## config.mk

```make
export PLATFORM = sky130hd
export DESIGN_NAME = mem_write_buffer_unit_flat
export DESIGN_NICKNAME = d
export VERILOG_FILES = /design/src/rtl/mem_write_buffer_unit_pkg.sv /design/src/rtl/mem_write_buffer_unit_if.sv /design/src/rtl/mem_write_buffer_unit_fifo.sv /design/src/rtl/mem_write_buffer_unit.sv /design/src/flat_wrapper.sv
export SDC_FILE = /design/constraint.sdc
export NUM_CORES = 1
export LEC_CHECK = 0
export BUFFER_PORTS_ARGS = -buffer_cell sky130_fd_sc_hd__buf_4
export CORE_MARGIN = 2
export CORE_UTILIZATION = 60
export DETAILED_ROUTE_END_ITERATION = 7
export PLACE_DENSITY = 0.79
export SETUP_SLACK_MARGIN = 0.3
export SLEW_MARGIN = 20
export SYNTH_ARGS = -nofsm -noshare
export SYNTH_HDL_FRONTEND = slang
export SYNTH_HIERARCHICAL = 1
export SYNTH_SLANG_ARGS = --single-unit
```

## constraint.sdc

```tcl
create_clock -name clk -period 12 [get_ports clk]
set_clock_uncertainty 0.1 [all_clocks]
set_input_delay 1.2 -clock clk [delete_from_list [all_inputs] [get_ports clk]]
set_output_delay 1.2 -clock clk [all_outputs]
set_load 0.02 [all_outputs]
```

## src/rtl/mem_write_buffer_unit_pkg.sv

```systemverilog
// Shared constants for the MEM-stage write buffer:
// FSM encoding, word/doubleword geometry, entry sizing.
package mem_wb_pkg;

   localparam logic [1:0] ST_IDLE  = 2'd0;
   localparam logic [1:0] ST_DRAIN = 2'd1;
   localparam logic [1:0] ST_READ  = 2'd2;

   localparam int WORD_LSB = 2;
   localparam int SRAM_W   = 64;

   // One entry is {word address, 32-bit store data}.
   function automatic int entry_w(input int addr_w);
      return addr_w - WORD_LSB + 32;
   endfunction

endpackage

```

## src/rtl/mem_write_buffer_unit_if.sv

```systemverilog
// Request/response bundle between the write buffer
// unit (master) and the SRAM controller (slave).
interface mem_write_buffer_unit_if #(
   parameter int ADDR_W = 32
);
   import mem_wb_pkg::*;

   logic              SRAM_WE;
   logic              SRAM_RE;
   logic [ADDR_W-1:0] SRAM_Address;
   logic [31:0]       SRAM_Write_Data;
   logic              SRAM_Ready;
   logic [SRAM_W-1:0] SRAM_Read_Data;

   modport master (
      output SRAM_WE,
      output SRAM_RE,
      output SRAM_Address,
      output SRAM_Write_Data,
      input  SRAM_Ready,
      input  SRAM_Read_Data
   );

   modport slave (
      input  SRAM_WE,
      input  SRAM_RE,
      input  SRAM_Address,
      input  SRAM_Write_Data,
      output SRAM_Ready,
      output SRAM_Read_Data
   );

endinterface

```

## src/rtl/mem_write_buffer_unit_fifo.sv

```systemverilog
// Circular store buffer with pointers, occupancy and a
// youngest-first word-address search for forwarding.
module write_buffer_fifo
   import mem_wb_pkg::*;
#(
   parameter int  ADDR_W = 32,
   parameter int  DEPTH  = 4,
   localparam int WA     = ADDR_W - WORD_LSB,
   localparam int EW     = entry_w(ADDR_W),
   localparam int PW     = $clog2(DEPTH),
   localparam int CW     = $clog2(DEPTH + 1)
) (
   input  logic          clk,
   input  logic          rst,
   input  logic          push,
   input  logic [WA-1:0] push_addr,
   input  logic [31:0]   push_data,
   input  logic          pop,
   output logic [WA-1:0] head_addr,
   output logic [31:0]   head_data,
   output logic          full,
   output logic          empty,
   output logic [CW-1:0] count,
   input  logic [WA-1:0] search_addr,
   output logic          hit,
   output logic [31:0]   hit_data
);

   logic [EW-1:0] mem [DEPTH];
   logic [PW-1:0] wr_ptr;
   logic [PW-1:0] rd_ptr;
   logic [PW-1:0] idx;
   logic          do_push;
   logic          do_pop;

   assign full      = count == CW'(DEPTH);
   assign empty     = count == '0;
   assign do_push   = push && !full;
   assign do_pop    = pop && !empty;
   assign head_addr = mem[rd_ptr][EW-1:32];
   assign head_data = mem[rd_ptr][31:0];

   always_ff @(posedge clk) begin
      if (do_push) begin
         mem[wr_ptr] <= {push_addr, push_data};
      end
   end

   always_ff @(posedge clk) begin
      if (rst) begin
         wr_ptr <= '0;
         rd_ptr <= '0;
         count  <= '0;
      end else begin
         if (do_push) begin
            wr_ptr <= wr_ptr + PW'(1);
         end
         if (do_pop) begin
            rd_ptr <= rd_ptr + PW'(1);
         end
         unique case ({do_push, do_pop})
            2'b10:   count <= count + CW'(1);
            2'b01:   count <= count - CW'(1);
            default: count <= count;
         endcase
      end
   end

   // Walk oldest to youngest so the last match wins.
   always_comb begin
      hit      = 1'b0;
      hit_data = '0;
      idx      = '0;
      for (int i = 0; i < DEPTH; i++) begin
         idx = rd_ptr + PW'(i);
         if (CW'(i) < count &&
             mem[idx][EW-1:32] == search_addr) begin
            hit      = 1'b1;
            hit_data = mem[idx][31:0];
         end
      end
   end

endmodule

```

## src/rtl/mem_write_buffer_unit.sv

```systemverilog
// MEM-stage access unit: posted stores, background drain,
// load forwarding or SRAM read with priority over drain.
module mem_write_buffer_unit
   import mem_wb_pkg::*;
#(
   parameter int  ADDR_W     = 32,
   parameter int  WB_DEPTH   = 4,
   parameter int  FORWARD_EN = 1,
   localparam int CW         = $clog2(WB_DEPTH + 1),
   localparam int WA         = ADDR_W - WORD_LSB
) (
   input  logic                    clk,
   input  logic                    rst,
   input  logic                    MEM_R_EN,
   input  logic                    MEM_W_EN,
   input  logic [ADDR_W-1:0]       address,
   input  logic [31:0]             writeData,
   output logic                    ready,
   output logic [31:0]             readData,
   mem_write_buffer_unit_if.master sram,
   output logic [CW-1:0]           wb_count
);

   logic [1:0]        state;
   logic [1:0]        next_state;
   logic              store;
   logic              load;
   logic              push;
   logic              pop;
   logic              full;
   logic              empty;
   logic              hit;
   logic              fwd;
   logic              rd_done;
   logic              go_read;
   logic [WA-1:0]     head_addr;
   logic [31:0]       head_data;
   logic [31:0]       hit_data;
   logic [31:0]       dword;
   logic              we;
   logic              re;
   logic [ADDR_W-1:0] req_addr;
   logic [31:0]       req_data;

   assign store   = MEM_W_EN;
   assign load    = MEM_R_EN && !MEM_W_EN;
   assign push    = store && !full;
   assign pop     = state == ST_DRAIN && sram.SRAM_Ready;
   assign rd_done = state == ST_READ && sram.SRAM_Ready;
   assign fwd     = FORWARD_EN != 0 && load && hit;
   // Without forwarding a load must see an empty buffer.
   assign go_read = load && !fwd &&
                    (FORWARD_EN != 0 || empty);

   write_buffer_fifo #(
      .ADDR_W (ADDR_W),
      .DEPTH  (WB_DEPTH)
   ) fifo (
      .clk         (clk),
      .rst         (rst),
      .push        (push),
      .push_addr   (address[ADDR_W-1:WORD_LSB]),
      .push_data   (writeData),
      .pop         (pop),
      .head_addr   (head_addr),
      .head_data   (head_data),
      .full        (full),
      .empty       (empty),
      .count       (wb_count),
      .search_addr (address[ADDR_W-1:WORD_LSB]),
      .hit         (hit),
      .hit_data    (hit_data)
   );

   assign dword = address[WORD_LSB] ?
                  sram.SRAM_Read_Data[63:32] :
                  sram.SRAM_Read_Data[31:0];

   always_comb begin
      ready = 1'b1;
      unique case (1'b1)
         store:   ready = !full;
         load:    ready = fwd || rd_done;
         default: ready = 1'b1;
      endcase
   end

   always_comb begin
      readData = '0;
      if (fwd) begin
         readData = hit_data;
      end else if (load && rd_done) begin
         readData = dword;
      end
   end

   always_comb begin
      next_state = state;
      unique case (state)
         ST_IDLE: begin
            if (go_read) begin
               next_state = ST_READ;
            end else if (!empty) begin
               next_state = ST_DRAIN;
            end
         end
         ST_DRAIN: begin
            if (sram.SRAM_Ready) begin
               next_state = ST_IDLE;
            end
         end
         ST_READ: begin
            if (sram.SRAM_Ready) begin
               next_state = ST_IDLE;
            end
         end
         default: next_state = ST_IDLE;
      endcase
   end

   // Head is stable for the whole drain, so latch it once.
   always_ff @(posedge clk) begin
      if (rst) begin
         state    <= ST_IDLE;
         we       <= 1'b0;
         re       <= 1'b0;
         req_addr <= '0;
         req_data <= '0;
      end else begin
         state <= next_state;
         if (state == ST_IDLE && next_state == ST_DRAIN) begin
            we       <= 1'b1;
            req_addr <= {head_addr, {WORD_LSB{1'b0}}};
            req_data <= head_data;
         end
         if (state == ST_IDLE && next_state == ST_READ) begin
            re       <= 1'b1;
            req_addr <= address;
         end
         if (state != ST_IDLE && sram.SRAM_Ready) begin
            we <= 1'b0;
            re <= 1'b0;
         end
      end
   end

   assign sram.SRAM_WE         = we;
   assign sram.SRAM_RE         = re;
   assign sram.SRAM_Address    = req_addr;
   assign sram.SRAM_Write_Data = req_data;

endmodule

```

## src/flat_wrapper.sv

```systemverilog
// flat-port wrapper written by rule: the top's interface ports become plain ports
module mem_write_buffer_unit_flat import mem_wb_pkg::*;
#(
   parameter int  ADDR_W     = 32,
   parameter int  WB_DEPTH   = 4,
   parameter int  FORWARD_EN = 1,
   localparam int CW         = $clog2(WB_DEPTH + 1),
   localparam int WA         = ADDR_W - WORD_LSB
)
  (clk, rst, MEM_R_EN, MEM_W_EN, address, writeData, ready, readData, wb_count, sram_SRAM_WE, sram_SRAM_RE, sram_SRAM_Address, sram_SRAM_Write_Data, sram_SRAM_Ready, sram_SRAM_Read_Data);
  mem_write_buffer_unit_if #(.ADDR_W(ADDR_W)) sram_i ();
  input  logic clk;
  input  logic rst;
  input  logic MEM_R_EN;
  input  logic MEM_W_EN;
  input  logic [ADDR_W-1:0] address;
  input  logic [31:0] writeData;
  output logic ready;
  output logic [31:0] readData;
  output logic [CW-1:0] wb_count;
  output wire logic [$bits(sram_i.SRAM_WE)-1:0] sram_SRAM_WE;
  output wire logic [$bits(sram_i.SRAM_RE)-1:0] sram_SRAM_RE;
  output wire logic [$bits(sram_i.SRAM_Address)-1:0] sram_SRAM_Address;
  output wire logic [$bits(sram_i.SRAM_Write_Data)-1:0] sram_SRAM_Write_Data;
  input wire logic [$bits(sram_i.SRAM_Ready)-1:0] sram_SRAM_Ready;
  input wire logic [$bits(sram_i.SRAM_Read_Data)-1:0] sram_SRAM_Read_Data;
  assign sram_SRAM_WE = sram_i.SRAM_WE;
  assign sram_SRAM_RE = sram_i.SRAM_RE;
  assign sram_SRAM_Address = sram_i.SRAM_Address;
  assign sram_SRAM_Write_Data = sram_i.SRAM_Write_Data;
  assign sram_i.SRAM_Ready = sram_SRAM_Ready;
  assign sram_i.SRAM_Read_Data = sram_SRAM_Read_Data;
  mem_write_buffer_unit #(.ADDR_W(ADDR_W), .WB_DEPTH(WB_DEPTH), .FORWARD_EN(FORWARD_EN)) u_core (.clk(clk), .rst(rst), .MEM_R_EN(MEM_R_EN), .MEM_W_EN(MEM_W_EN), .address(address), .writeData(writeData), .ready(ready), .readData(readData), .sram(sram_i), .wb_count(wb_count));
endmodule
```

== Yosys cells after proc, flatten, opt, wreduce, memory -nomap -nowiden ==
Memory sizes are Yosys's and may differ from the RTL's. A register that Yosys moved wholly into a read port is not among the register bits.
Index checks and enable logic that the tools add are counted.

* Bits in registers: 75
* Bits in writable memories: 248
* Input bits: 133
* Output and inout port bits: 102
* Word-level logic and storage cells: 81
* Memories: 1

* $add $sub $neg: 6
* Order comparisons: 4
* Eq/ne operators: 11
* Muxes and demuxes: 23
* Reductions and logical operators: 28

{| class="wikitable"
|+ Memories
! memory !! words !! width !! rd ports !! clocked after Yosys merged registers in !! write ports !! line !! RTL
|-
| u_core.fifo.mem || 4 || 62 || 4 || 1 || 1 || mem_write_buffer_unit_fifo.sv:29 || <nowiki>logic [EW-1:0] mem [DEPTH];</nowiki>
|}

{| class="wikitable"
|+ Operators by type and width
! operator !! number
|-
| $mux 32 || 9
|-
| $eq 30x30->1 || 4
|-
| $logic_and 1x1->1 || 16
|-
| $mux 2 || 5
|-
| $eq 2x1->1 const B || 3
|-
| $eq 2x2->1 const B || 3
|-
| $lt 1x3->1 const A || 2
|-
| $lt 2x3->1 const A || 2
|-
| $mux 1 || 6
|-
| $pmux 3 s2 || 1
|-
| $reduce_bool 2->1 || 3
|-
| $add 2x1->2 const B || 2
|-
| $add 2x2->2 const B || 2
|-
| $logic_not 1->1 || 4
|-
| $pmux 2 s2 || 1
|-
| $reduce_or 2->1 || 2
|-
| $add 3x1->3 const B || 1
|-
| $eq 3x3->1 const B || 1
|-
| $logic_not 3->1 || 1
|-
| $sub 3x1->3 const B || 1
|-
| $logic_not 2->1 || 1
|-
| $pmux 1 s2 || 1
|-
| $logic_or 1x1->1 || 1
|}

== Logic depth before layout (Yosys ltp) ==
Gate-level depths: netlist (run 1).
An unclocked memory read counts as a cell.

* Depth in word-level cells: 16
* Depth in mapped cells: 21
* Mapped depth without buffers: 15

== Hierarchy ==
The synthesis (run 1) kept the hierarchy.

{| class="wikitable"
|+ Modules (own cells, without submodules)
! module !! instances !! cells each !! area each (µm²) !! sequential area each (µm²)
|-
| write_buffer_fifo || 1 || 1206 || 17121.4 || 7627.3
|-
| mem_write_buffer_unit || 1 || 459 || 3587.2 || 1361.3
|}

== Worst setup path after synthesis (run 1) ==
Ideal clock, no wire load.

* Path kind: input to output
* Start: input address[21]
* End: output readData[10]
* Arrival: 4.376 ns
* Data required time: 10.700 ns
* Setup slack: 6.324 ns
* Stages: 15
* Cells stage by stage: buf_1 > xnor2_1 > nor4b_1 > a22oi_1 > or4_1 > nor2_1 > buf_2 > clkbuf_1 > nor2_1 > nand3_1 > and3b_1 > clkbuf_1 > clkbuf_1 > nand2_1 > o21ai_0

* Cells in the longest elaborated chain, start to end: 8
* Elaborated cells between the ends (all ways): 18
* Those cells by class: 4 x eq/ne; 9 x mux; 5 x reduce/logical

{| class="wikitable"
|+ RTL lines
! item !! line !! RTL
|-
| start: declaration || flat_wrapper.sv:16 || <nowiki>input logic [ADDR_W-1:0] address;</nowiki>
|-
| $eq 30x30->1 || mem_write_buffer_unit_fifo.sv:77 || <nowiki>mem[idx][EW-1:32] == search_addr) begin</nowiki>
|-
| $logic_and 1x1->1 || mem_write_buffer_unit_fifo.sv:76 || <nowiki>if (CW'(i) < count &&</nowiki>
|-
| $mux 1 (3 in a row) || mem_write_buffer_unit_fifo.sv:76 ||
|-
| $mux 1 (*) || mem_write_buffer_unit_fifo.sv:76 ||
|-
| via u_core.hit || mem_write_buffer_unit.sv:32 || <nowiki>logic hit;</nowiki>
|-
| $logic_and 1x1->1 (*) || mem_write_buffer_unit.sv:50 || <nowiki>assign fwd = FORWARD_EN != 0 && load && hit;</nowiki>
|-
| $mux 32 (*) || mem_write_buffer_unit.sv:90 || <nowiki>if (fwd) begin</nowiki>
|-
| end: declaration || flat_wrapper.sv:19 || <nowiki>output logic [31:0] readData;</nowiki>
|}

The timed path passes the listed nets; every way through them passes the cells marked *.

== Worst setup path after layout (run 1) ==
* Start: register u_core.fifo.rd_ptr[1]
* End: output readData[4]

* Cells in the longest elaborated chain, start to end: 9
* Elaborated cells between the ends (all ways): 18
* Those cells by class: 3 x add/sub; 3 x eq/ne; 7 x mux; 4 x reduce/logical; 1 x memory

{| class="wikitable"
|+ RTL lines
! item !! line !! RTL
|-
| start: declaration || mem_write_buffer_unit_fifo.sv:31 || <nowiki>logic [PW-1:0] rd_ptr;</nowiki>
|-
| start signal: assignment || mem_write_buffer_unit_fifo.sv:59 || <nowiki>rd_ptr <= rd_ptr + PW'(1);</nowiki>
|-
| $add 2x1->2 || mem_write_buffer_unit_fifo.sv:75 || <nowiki>idx = rd_ptr + PW'(i);</nowiki>
|-
| $mem_v2 4x62 (*) || - ||
|-
| $eq 30x30->1 || mem_write_buffer_unit_fifo.sv:77 ||
|-
| $logic_and 1x1->1 || mem_write_buffer_unit_fifo.sv:76 ||
|-
| $mux 1 (2 in a row) || mem_write_buffer_unit_fifo.sv:76 ||
|-
| $mux 1 (*) || mem_write_buffer_unit_fifo.sv:76 ||
|-
| via u_core.hit || mem_write_buffer_unit.sv:32 ||
|-
| $logic_and 1x1->1 (*) || mem_write_buffer_unit.sv:50 ||
|-
| $mux 32 (*) || mem_write_buffer_unit.sv:90 ||
|}

Marks and branches as above.

==> results of run 1 <==
-- synth_stat cells (20+ instances only) --
cell,count
mux4_2,184
inv_1,20
dfxtp_1,77
mux2i_1,192
nor2_1,87
a21oi_1,88
a211oi_2,27
edfxtp_1,248
buf_2,38
nand2_1,185
clkbuf_1,74
or3_1,33
buf_1,21
o21ai_0,40
a31oi_1,34
xnor2_1,73
-- sequential cells by signal (all words and copies together) (netlist names), named ones only --
| register | count |
|---|---|
| u_core/state | 2 |
| u_core/sram.SRAM_Address | 32 |
| u_core/fifo/count | 3 |
| u_core/sram.SRAM_WE | 1 |
| u_core/fifo/wr_ptr | 2 |
| u_core/sram.SRAM_RE | 1 |
| u_core/sram.SRAM_Write_Data | 32 |
| u_core/fifo/mem | 248 |
| u_core/fifo/rd_ptr | 2 |
-- metal layers --
metal,routed length [µm],GRT usage (%),vias up
met5,0,0,-
met4,2050,11.7,0
met3,6450,8.61,121
met2,29100,53.9,859
met1,23600,46.6,7946
li1,-,-,6807
-- logic make-up (layout without fill, tap and decap cells) --
logic type / count (synthesis) / in the layout / share of synthesized area, %
AND/OR/NAND/NOR: 394 / 394 / 8.80
multiplexers: 383 / 383 / 29.7
flip-flops: 325 / 325 / 43.4
AO/OA/AOI/OAI: 288 / 288 / 9.65
buffers and inverters: 170 / 345 / 3.79
XOR/XNOR: 92 / 92 / 3.89
adder cells (fa/ha/maj): 13 / 13 / 0.785
other: 0 / 2 / 0
-- how the worst min path moves through the flow --
stage                                                 startpoint                                           end  slack, ns  depth (start not counted)
finish              u_core/sram.SRAM_Write_Data[16]$_SDFFE_PP0P_  u_core/sram.SRAM_Write_Data[16]$_SDFFE_PP0P_       0.36                          2
global route         u_core/sram.SRAM_Write_Data[5]$_SDFFE_PP0P_   u_core/sram.SRAM_Write_Data[5]$_SDFFE_PP0P_       0.38                          2
CTS                 u_core/sram.SRAM_Write_Data[16]$_SDFFE_PP0P_  u_core/sram.SRAM_Write_Data[16]$_SDFFE_PP0P_       0.35                          2
detailed placement  u_core/sram.SRAM_Write_Data[16]$_SDFFE_PP0P_  u_core/sram.SRAM_Write_Data[16]$_SDFFE_PP0P_       0.35                          2
global placement    u_core/sram.SRAM_Write_Data[30]$_SDFFE_PP0P_  u_core/sram.SRAM_Write_Data[30]$_SDFFE_PP0P_       0.34                          2
floorplan            u_core/sram.SRAM_Write_Data[0]$_SDFFE_PP0P_   u_core/sram.SRAM_Write_Data[0]$_SDFFE_PP0P_       0.43                          2
-- cells in the final DEF (no fill, tap or decap), types with 6 or more instances in the layout --
master / instances
nor3_1: 7
ha_1: 13
or3_1: 33
xnor2_1: 73
xor2_1: 19
nor2_1: 86
nor4_1: 10
mux4_2: 184
clkbuf_16: 39
a2111oi_0: 6
clkbuf_1: 12
o2111ai_1: 6
a211oi_2: 27
nand2_1: 185
nand4_1: 17
a22oi_1: 6
o22ai_1: 19
a21oi_1: 88
edfxtp_1: 248
a31oi_1: 34
buf_4: 255
a211oi_1: 18
o21ai_0: 40
nor2b_1: 18
mux2i_1: 192
nand3_1: 6
inv_1: 20
dfxtp_1: 73
-- tightest hold or removal path, cell delays in order, from the launching register on --
cell and delay [ns]:
dfxtp_1 0.31, nand2_1 0.05, a21oi_1 0.05
-- through the flow --
stage,util (%),hold WS [ns],total power [mW]
2_1_floorplan,-,0.433,1.97
3_3_place_gp,65.7,0.343,2.25
3_5_place_dp,65.7,0.347,2.27
4_1_cts,69.2,0.354,3.39
5_1_grt,69.2,0.381,3.51
6_report,69.2,0.355,3.39
-- power by group --
group	leakage (nW)	total, mW	internal [mW]	switching, mW
Combinational	4.27	0.847	0.339	0.508
Clock	0.577	1.12	0.662	0.462
Sequential	2.91	1.42	1.33	0.0863
Total	7.76	3.39	2.33	1.06
-- area by class of cell --
cell class	instances	area, µm²
flip-flops and latches	325	9000
fillers	2379	10500
clock buffers	54	1060
inverters	22	85.1
clock inverters	14	136
repair buffers	255	1910
well taps	455	569
multi-input cells	1170	11000
diodes	2	5.00
==> metrics, run 1 <==
Power per Cell Area 143 nW/µm²; fin crit share 64.2%; CP Cell Sequence buf_4 -> mux4_2 -> xnor2_1 -> nand4_1 -> a2111oi_1 -> nand4_1 -> nor2_4 -> buf_4 -> nor2_1 -> nand3_1 -> and3b_1 -> buf_4 -> nand2_1 -> o21ai_0 -> buf_4; critical path's slowest cell dfxtp_4; Pins Over Slew Limit 0; routed length per placed instance 26.6 µm; RR Endpoint u_core/sram.SRAM_Write_Data[29]$_SDFFE_PP0P_; Synth cell types 73; synthesized area per cell 12.4 µm²; reg2reg path depth 16; post_cts resized 0; final worst path period need 7.71 ns; Clock Sink Count 325; Max clock buf depth 3; htree depth 2; CTS tree yes; delay-heaviest family, CP buffers and inverters; P_leak 7.76 nW; Worst setup SP type flop; Mapped Cells 1,665; required time of the worst setup path 10.70 ns; io pins 235; Yosys warning total 6; Worst R2R Start u_core/fifo/rd_ptr[1]$_SDFFE_PP0P_; Slew HR 20.4%; worst min path class flop to flop; final std cells w/o fill 2,297; core footprint 34,300 µm²; syn nets 1,811; CP Max Fanout 64; clk_lat worst skew 0.54 ns; Peak VDD IR 160 µV; crit path capture type primary output; Rows 68; status complete, no violations; fraction of layout cells with a size suffix above 1 29.7%; CP Class flop to primary output; Post-Route WL 61,200 µm; Worst Tran Pin Value 1.19 ns; Synth area leader edfxtp_1; Critical path buffers and inverters 4; gpl congestion 0.997; # Max-Cap Violations 0; initial drt markers 1,598; CTS Root Cell clkbuf_16; Layout area overhead 14.7%; final hold violations 0; top cell type's share of synthesized area 36.0%; max incr delay on CP 0.89 ns; # Post-CTS Setup Buffers 0; largest net degree at the start of global routing 76; Final Cell Area 23,700 µm²; vias 15.7k; sequential fraction of the synthesis area 43.4%; setup TNS 0 ns; dpl ws 5.03 ns; CP Depth 15; Initial Util 60.4%; chip width 190 µm; Total GRT Usage 34.1%; gr ovfl total 0; DP Area 22,500 µm²; hpwl dp 40,900 µm; Chip Height 190 µm; area of the mapped netlist 20,700 µm²; initial antenna violation count 2; EDFF count, synth 248; DRC Markers 0; Most common cell on crit path buf_4; max frequency 0.130 GHz; post-placement cell count 2,227; first-pass GRT wire length 92,700 µm; reg2reg setup slack 5.15 ns; crit path to readData[4]; crit path DAT 6.41 ns; Nets 1,958; clock-pin slew on the worst setup and hold paths 0.06 ns; I/O Buffers 234; RSZ-0062 raised after global routing false; setup ws final 4.29 ns; Die Area 36,000 µm²; hold_buf cts 0; synth top area cells edfxtp_1 (36%), mux4_2 (20%), mux2i_1 (9.3%), dfxtp_1 (7.4%), nand2_1 (3.4%); asr flop ratio synth 0%; final setup fails 0; vias in the first global route 15.4k; antenna-violating nets left 0; TritonCTS Buffers 38; Most used DFF post-synth edfxtp_1; FF+latch count, synth 325; Via density 6.85; DR pass1 iterations 5; worst setup path start u_core/fifo/rd_ptr[1]$_SDFFE_PP0P_
Power figures use the tool's default switching activity.
==> inputs of run 2 (changes only) <==
Clock period 12 ns to 7.2 ns, I/O delays scaled along.
==> metrics, run 2 (synthesis gave the netlist of run 1 again) <==
Rows 68 (unchanged); largest reg by FF count u_core/fifo/mem; post_cts resized 0 (unchanged); clk_lat worst skew 0.54 ns (about the same); fraction of layout cells with a size suffix above 1 30.5% (+0.81 points); final setup fails 0 (unchanged); DRC Markers 0 (unchanged); max frequency 0.160 GHz; Worst Tran Pin Value 1.06 ns (-0.134 ns); vias 15.8k (+0.37%); Hold WS 0.282 ns (-0.0731 ns); Slew HR 29.2% (+8.8 points); CP Class flop to primary output; RSZ-0062 raised after global routing false; hpwl dp 40,700 µm (-0.58%); Via density 6.84 (about the same); worst min path class primary input to flop; combinational share of power 24.2% (-0.8 points); max incr delay on CP 1.00 ns (+0.11 ns); setup TNS 0 ns (unchanged); vias in the first global route 15.3k (-0.53%); CP Max Fanout 41 (-36%); Layout area overhead 15.9%; initial drt markers 1,636 (+2.4%); hold_buf cts 0 (unchanged); core footprint 34,300 µm² (unchanged); io pins 235 (unchanged); chip width 190 µm (unchanged); crit path DAT 5.42 ns (-0.99 ns); Total GRT Usage 33.8% (-0.32 points); largest net degree at the start of global routing 76 (unchanged); final hold violations 0 (unchanged); sw frac 30.5% (-0.62 points); crit path capture type primary output; Chip Height 190 µm (unchanged); # Max-Cap Violations 0 (unchanged); # fillers 2,365 (-0.59%); critical path's slowest cell a2111oi_1; # Post-CTS Setup Buffers 0 (unchanged); fin crit share 86.7%; most frequent standard cell in the layout excluding fill and tap cells buf_4; Post-Route WL 61,100 µm (-0.14%); cell internal pwr 4.07 mW (+75%); Nets 1,966 (+0.41%); final worst path period need 6.24 ns; Clock Sink Count 325 (unchanged); CTS Root Cell clkbuf_16; initial antenna violation count 2 (unchanged); I/O Buffers 234 (unchanged); required time of the worst setup path 6.38 ns (-4.32 ns); DR pass1 iterations 6 (+1); Most common cell on crit path buf_4; max FFs per register 248 (unchanged); TritonCTS Buffers 38 (unchanged); status complete, no violations; Pins Over Slew Limit 0 (unchanged); commonest non-fill, non-tap cells in the layout buf_4 (260), edfxtp_1 (248), mux2i_1 (192); gr ovfl total 0 (unchanged); Initial Util 60.4% (unchanged); Max clock buf depth 3 (unchanged); antenna-violating nets left 0 (unchanged); Power, Total 5.86 mW (+73%); clock-pin slew on the worst setup and hold paths 0.06 ns (about the same); Peak VDD IR 227 µV (+42%); htree depth 2 (unchanged); Reg power frac 40.5% (-1.3 points); Power per Cell Area 244 nW/µm² (+71%); clock share of power 35.3% (+2.1 points); P_leak 7.91 nW (+1.9%); Die Area 36,000 µm² (unchanged); first-pass GRT wire length 92,600 µm (-0.11%); CTS tree yes; Worst setup SP type flop; NetSw 1.79 mW (+70%); routed length per placed instance 26.5 µm (-0.58%); CP Cell Sequence buf_4 -> mux2i_1 -> a2111oi_1 -> o22ai_1 -> nor4_1 -> and2_1 -> nor2_1 -> nand3_1 -> nor3b_4 -> nand3_1 -> buf_4 -> o21ai_0 -> buf_4; gpl congestion 0.982 (-1.6%)
==> run 2: cell types whose count changed in the layout (fill, tap and decap cells not counted), moves of 2 or more <==
| cell | change |
|---|---|
| a2111oi_0 | -2 |
| buf_12 | +2 |
| clkbuf_16 | +3 |
| buf_4 | +5 |
| clkbuf_1 | -8 |
| clkinv_2 | +2 |
| a2111oi_1 | +2 |
| clkbuf_8 | +4 |
| bufinv_16 | +2 |
==> run 2: layout make-up <==
cell class | instances | area, µm² | area share (%)
clock buffers | 53 | 1160 | 4.84
well taps | 455 | 569 | 2.37
multi-input cells | 1170 | 11000 | 45.7
inverters | 22 | 85.1 | 0.354
diodes | 2 | 5.00 | 0.0208
repair buffers | 263 | 2000 | 8.34
flip-flops and latches | 325 | 9000 | 37.5
clock inverters | 17 | 210 | 0.876
==> run 2: per-stage QoR <==
| stage | cell area, µm² | utilization [%] | std cells | setup WS, ns |
|---|---|---|---|---|
| after floorplan | 20700 | - | 1665 | 2.42 |
| after global placement | 22600 | 66.0 | 2235 | 1.51 |
| after detailed placement | 22600 | 66.0 | 2235 | 1.57 |
| after CTS | 24000 | 70.0 | 2305 | 0.961 |
| after global routing | 24000 | 70.0 | 2307 | 0.646 |
| final | 24000 | 70.0 | 2307 | 0.961 |
==> run 2: worst max-delay path: cells and delay by family, from the launching register on <==
kind                   cells  cell delay (ns)
AO/OA/AOI/OAI              3             1.40
buffers and inverters      3             0.95
flip-flops                 1             0.77
multiplexers               1             0.22
AND/OR/NAND/NOR            6             1.47
==> run 2: power groups by stage <==
stage	combinational, mW	sequential (mW)	clock, mW
final	1.42	2.37	2.07
after global routing	1.51	2.39	2.17
after CTS	1.41	2.37	2.09
after detailed placement	1.40	2.40	0
after global placement	1.37	2.39	0
after floorplan	0.809	2.47	0
==> run 2: worst paths after layout <==
kind              slack (ns)  cells past startpoint                                           to                                        start
setup / recovery        0.96                     13                                  readData[4]           u_core/fifo/rd_ptr[1]$_SDFFE_PP0P_
hold / removal          0.28                      1              u_core/fifo/mem[0][6]$_DFFE_PP_                                 writeData[6]
setup reg to reg        1.64                     13    u_core/sram.SRAM_Address[22]$_SDFFE_PP0P_           u_core/fifo/rd_ptr[1]$_SDFFE_PP0P_
hold reg to reg         0.35                      2  u_core/sram.SRAM_Write_Data[6]$_SDFFE_PP0P_  u_core/sram.SRAM_Write_Data[6]$_SDFFE_PP0P_
==> run 2: routing by layer <==
layer / GRT usage (%) / vias to the layer above / wire length, µm
met5: 0 / - / 0
met4: 9.99 / 0 / 1720
met3: 5.31 / 120 / 5720
met2: 53.9 / 886 / 29100
met1: 48.6 / 7969 / 24500
li1: - / 6816 / -
==> inputs of run 3 (changes only) <==
Settings changed: CTS_BUF_LIST set to sky130_fd_sc_hd__clkbuf_4 sky130_fd_sc_hd__clkbuf_8.
==> metrics, run 3 (synthesis gave the netlist of run 1 again) <==
Reg power frac 43.4% (+2.9 points); Power, Total 5.47 mW (-6.8%); fin crit share 87.6% (+0.95 points); Worst Tran Pin Value 1.02 ns (-0.0412 ns); max incr delay on CP 0.90 ns (-0.10 ns); fraction of layout cells with a size suffix above 1 31.5% (+1.0 points); RSZ-0062 raised after global routing false; Worst setup SP type flop; io pins 235 (unchanged); gpl congestion 0.982 (unchanged); Rows 68 (unchanged); sw frac 32.1% (+1.5 points); reg2reg path depth 13 (unchanged); core footprint 34,300 µm² (unchanged); required time of the worst setup path 6.38 ns (about the same); hpwl dp 40,700 µm (unchanged); min-delay src writeData[17]; clk_lat worst skew 0.64 ns (+0.10 ns); dpl ws 1.57 ns (unchanged); final setup fails 0 (unchanged); worst min path class primary input to flop; CP Class flop to primary output; CP Max Fanout 41 (unchanged); Peak VDD IR 185 µV (-19%); TritonCTS Buffers 55 (+45%); Worst R2R Start u_core/fifo/rd_ptr[1]$_SDFFE_PP0P_; max FFs per register 248 (unchanged); Nets 1,983 (+0.86%); crit path DAT 5.49 ns (+0.07 ns); clock-pin slew on the worst setup and hold paths 0.06 ns (about the same); gr ovfl total 0 (unchanged); largest net degree at the start of global routing 76 (unchanged); CTS Root Cell clkbuf_8; Via density 6.74 (-1.5%); Post-Route WL 60,500 µm (-0.97%); htree depth 2 (unchanged); Slew HR 31.9% (+2.8 points); most frequent standard cell in the layout excluding fill and tap cells buf_4; vias 15.8k (-0.18%); cell internal pwr 3.71 mW (-8.8%); DR pass1 iterations 7 (+1); combinational share of power 25.9% (+1.7 points); hold_buf cts 0 (unchanged); Clock Sink Count 325 (unchanged); # fillers 2,438 (+3.1%); Initial Util 60.4% (unchanged); setup ws final 0.892 ns (-0.0687 ns); NetSw 1.75 mW (-2.0%); DRC Markers 0 (unchanged); initial drt markers 1,537 (-6.1%); # Max-Cap Violations 0 (unchanged); commonest non-fill, non-tap cells in the layout buf_4 (260), edfxtp_1 (248), mux2i_1 (192); # Post-CTS Setup Buffers 0 (unchanged); critical path's slowest cell a2111oi_1; I/O Buffers 234 (unchanged); post_cts resized 0 (unchanged); final hold violations 0 (unchanged); CTS tree yes; crit path capture type primary output; Max clock buf depth 3 (unchanged); vias in the first global route 15.3k (-0.29%); Chip Height 190 µm (unchanged); P_leak 7.85 nW (-0.85%); max frequency 0.159 GHz (-1.1%); Power per Cell Area 230 nW/µm² (-5.8%); chip width 190 µm (unchanged); CP Cell Sequence mux2i_1 -> o22ai_1 -> a2111oi_1 -> o22ai_1 -> nor4_1 -> and2_1 -> nor2_1 -> nand3_1 -> nor3b_4 -> nand3_1 -> buf_4 -> o21ai_0 -> buf_4; initial antenna violation count 2 (unchanged); Final Util 69.3% (-0.73 points); first-pass GRT wire length 91,400 µm (-1.3%); Pins Over Slew Limit 0 (unchanged); final worst path period need 6.31 ns (+0.0687 ns); WHS Path Cells 1 (unchanged); largest reg by FF count u_core/fifo/mem; Layout area overhead 14.7%; status complete, no violations; routed length per placed instance 25.9 µm (-2.3%); worst setup path start u_core/fifo/rd_ptr[1]$_SDFFE_PP0P_; antenna-violating nets left 0 (unchanged); clock share of power 30.7% (-4.6 points); setup TNS 0 ns (unchanged); Die Area 36,000 µm² (unchanged); Total GRT Usage 33.6% (-0.19 points)
[run 3: metrics by stage]
stage          instances  hold slack [ns]  area (µm²)
2_1_floorplan       1665            0.433       20700
3_3_place_gp        2235            0.344       22600
3_5_place_dp        2235            0.347       22600
4_1_cts             2336            0.140       23800
5_1_grt             2338            0.155       23800
6_report            2338            0.178       23800
[run 3: power groups by stage]
stage | Clock [mW] | Sequential [mW] | Combinational [mW]
3_5_place_dp | 0 | 2.40 | 1.40
5_1_grt | 1.78 | 2.39 | 1.50
6_report | 1.68 | 2.37 | 1.42
2_1_floorplan | 0 | 2.47 | 0.809
3_3_place_gp | 0 | 2.39 | 1.37
4_1_cts | 1.71 | 2.37 | 1.40
[run 3: worst paths after layout]
kind	endpoint	slack, ns
setup / recovery	readData[4]	0.89
hold / removal	u_core/fifo/mem[1][17]$_DFFE_PP_	0.18
setup reg to reg	u_core/sram.SRAM_Address[22]$_SDFFE_PP0P_	1.65
hold reg to reg	u_core/sram.SRAM_Write_Data[6]$_SDFFE_PP0P_	0.36
[run 3: critical path: cells and delay by family (launching register included)]
family	cells	cell delay, ns
compound gates	4	1.46
buf+inv	2	0.53
flops	1	0.77
simple gates	6	1.49
mux	1	0.53
[run 3: area by class of cell]
class,count,area (µm²),share of cell area [%]
diodes,2,5.00,0.0211
flip-flops and latches,325,9000,37.9
inverters,22,85.1,0.358
well taps,455,569,2.40
repair buffers,263,2000,8.43
clock inverters,23,138,0.579
clock buffers,78,986,4.15
multi-input cells,1170,11000,46.2
[run 3: per-layer routing]
layer	vias to the layer above	wire (µm)	GRT usage, %
met3	109	5450	5.24
li1	6855	-	-
met4	0	1640	10.7
met1	7970	24600	47.9
met5	-	0	0
met2	828	28800	53.6
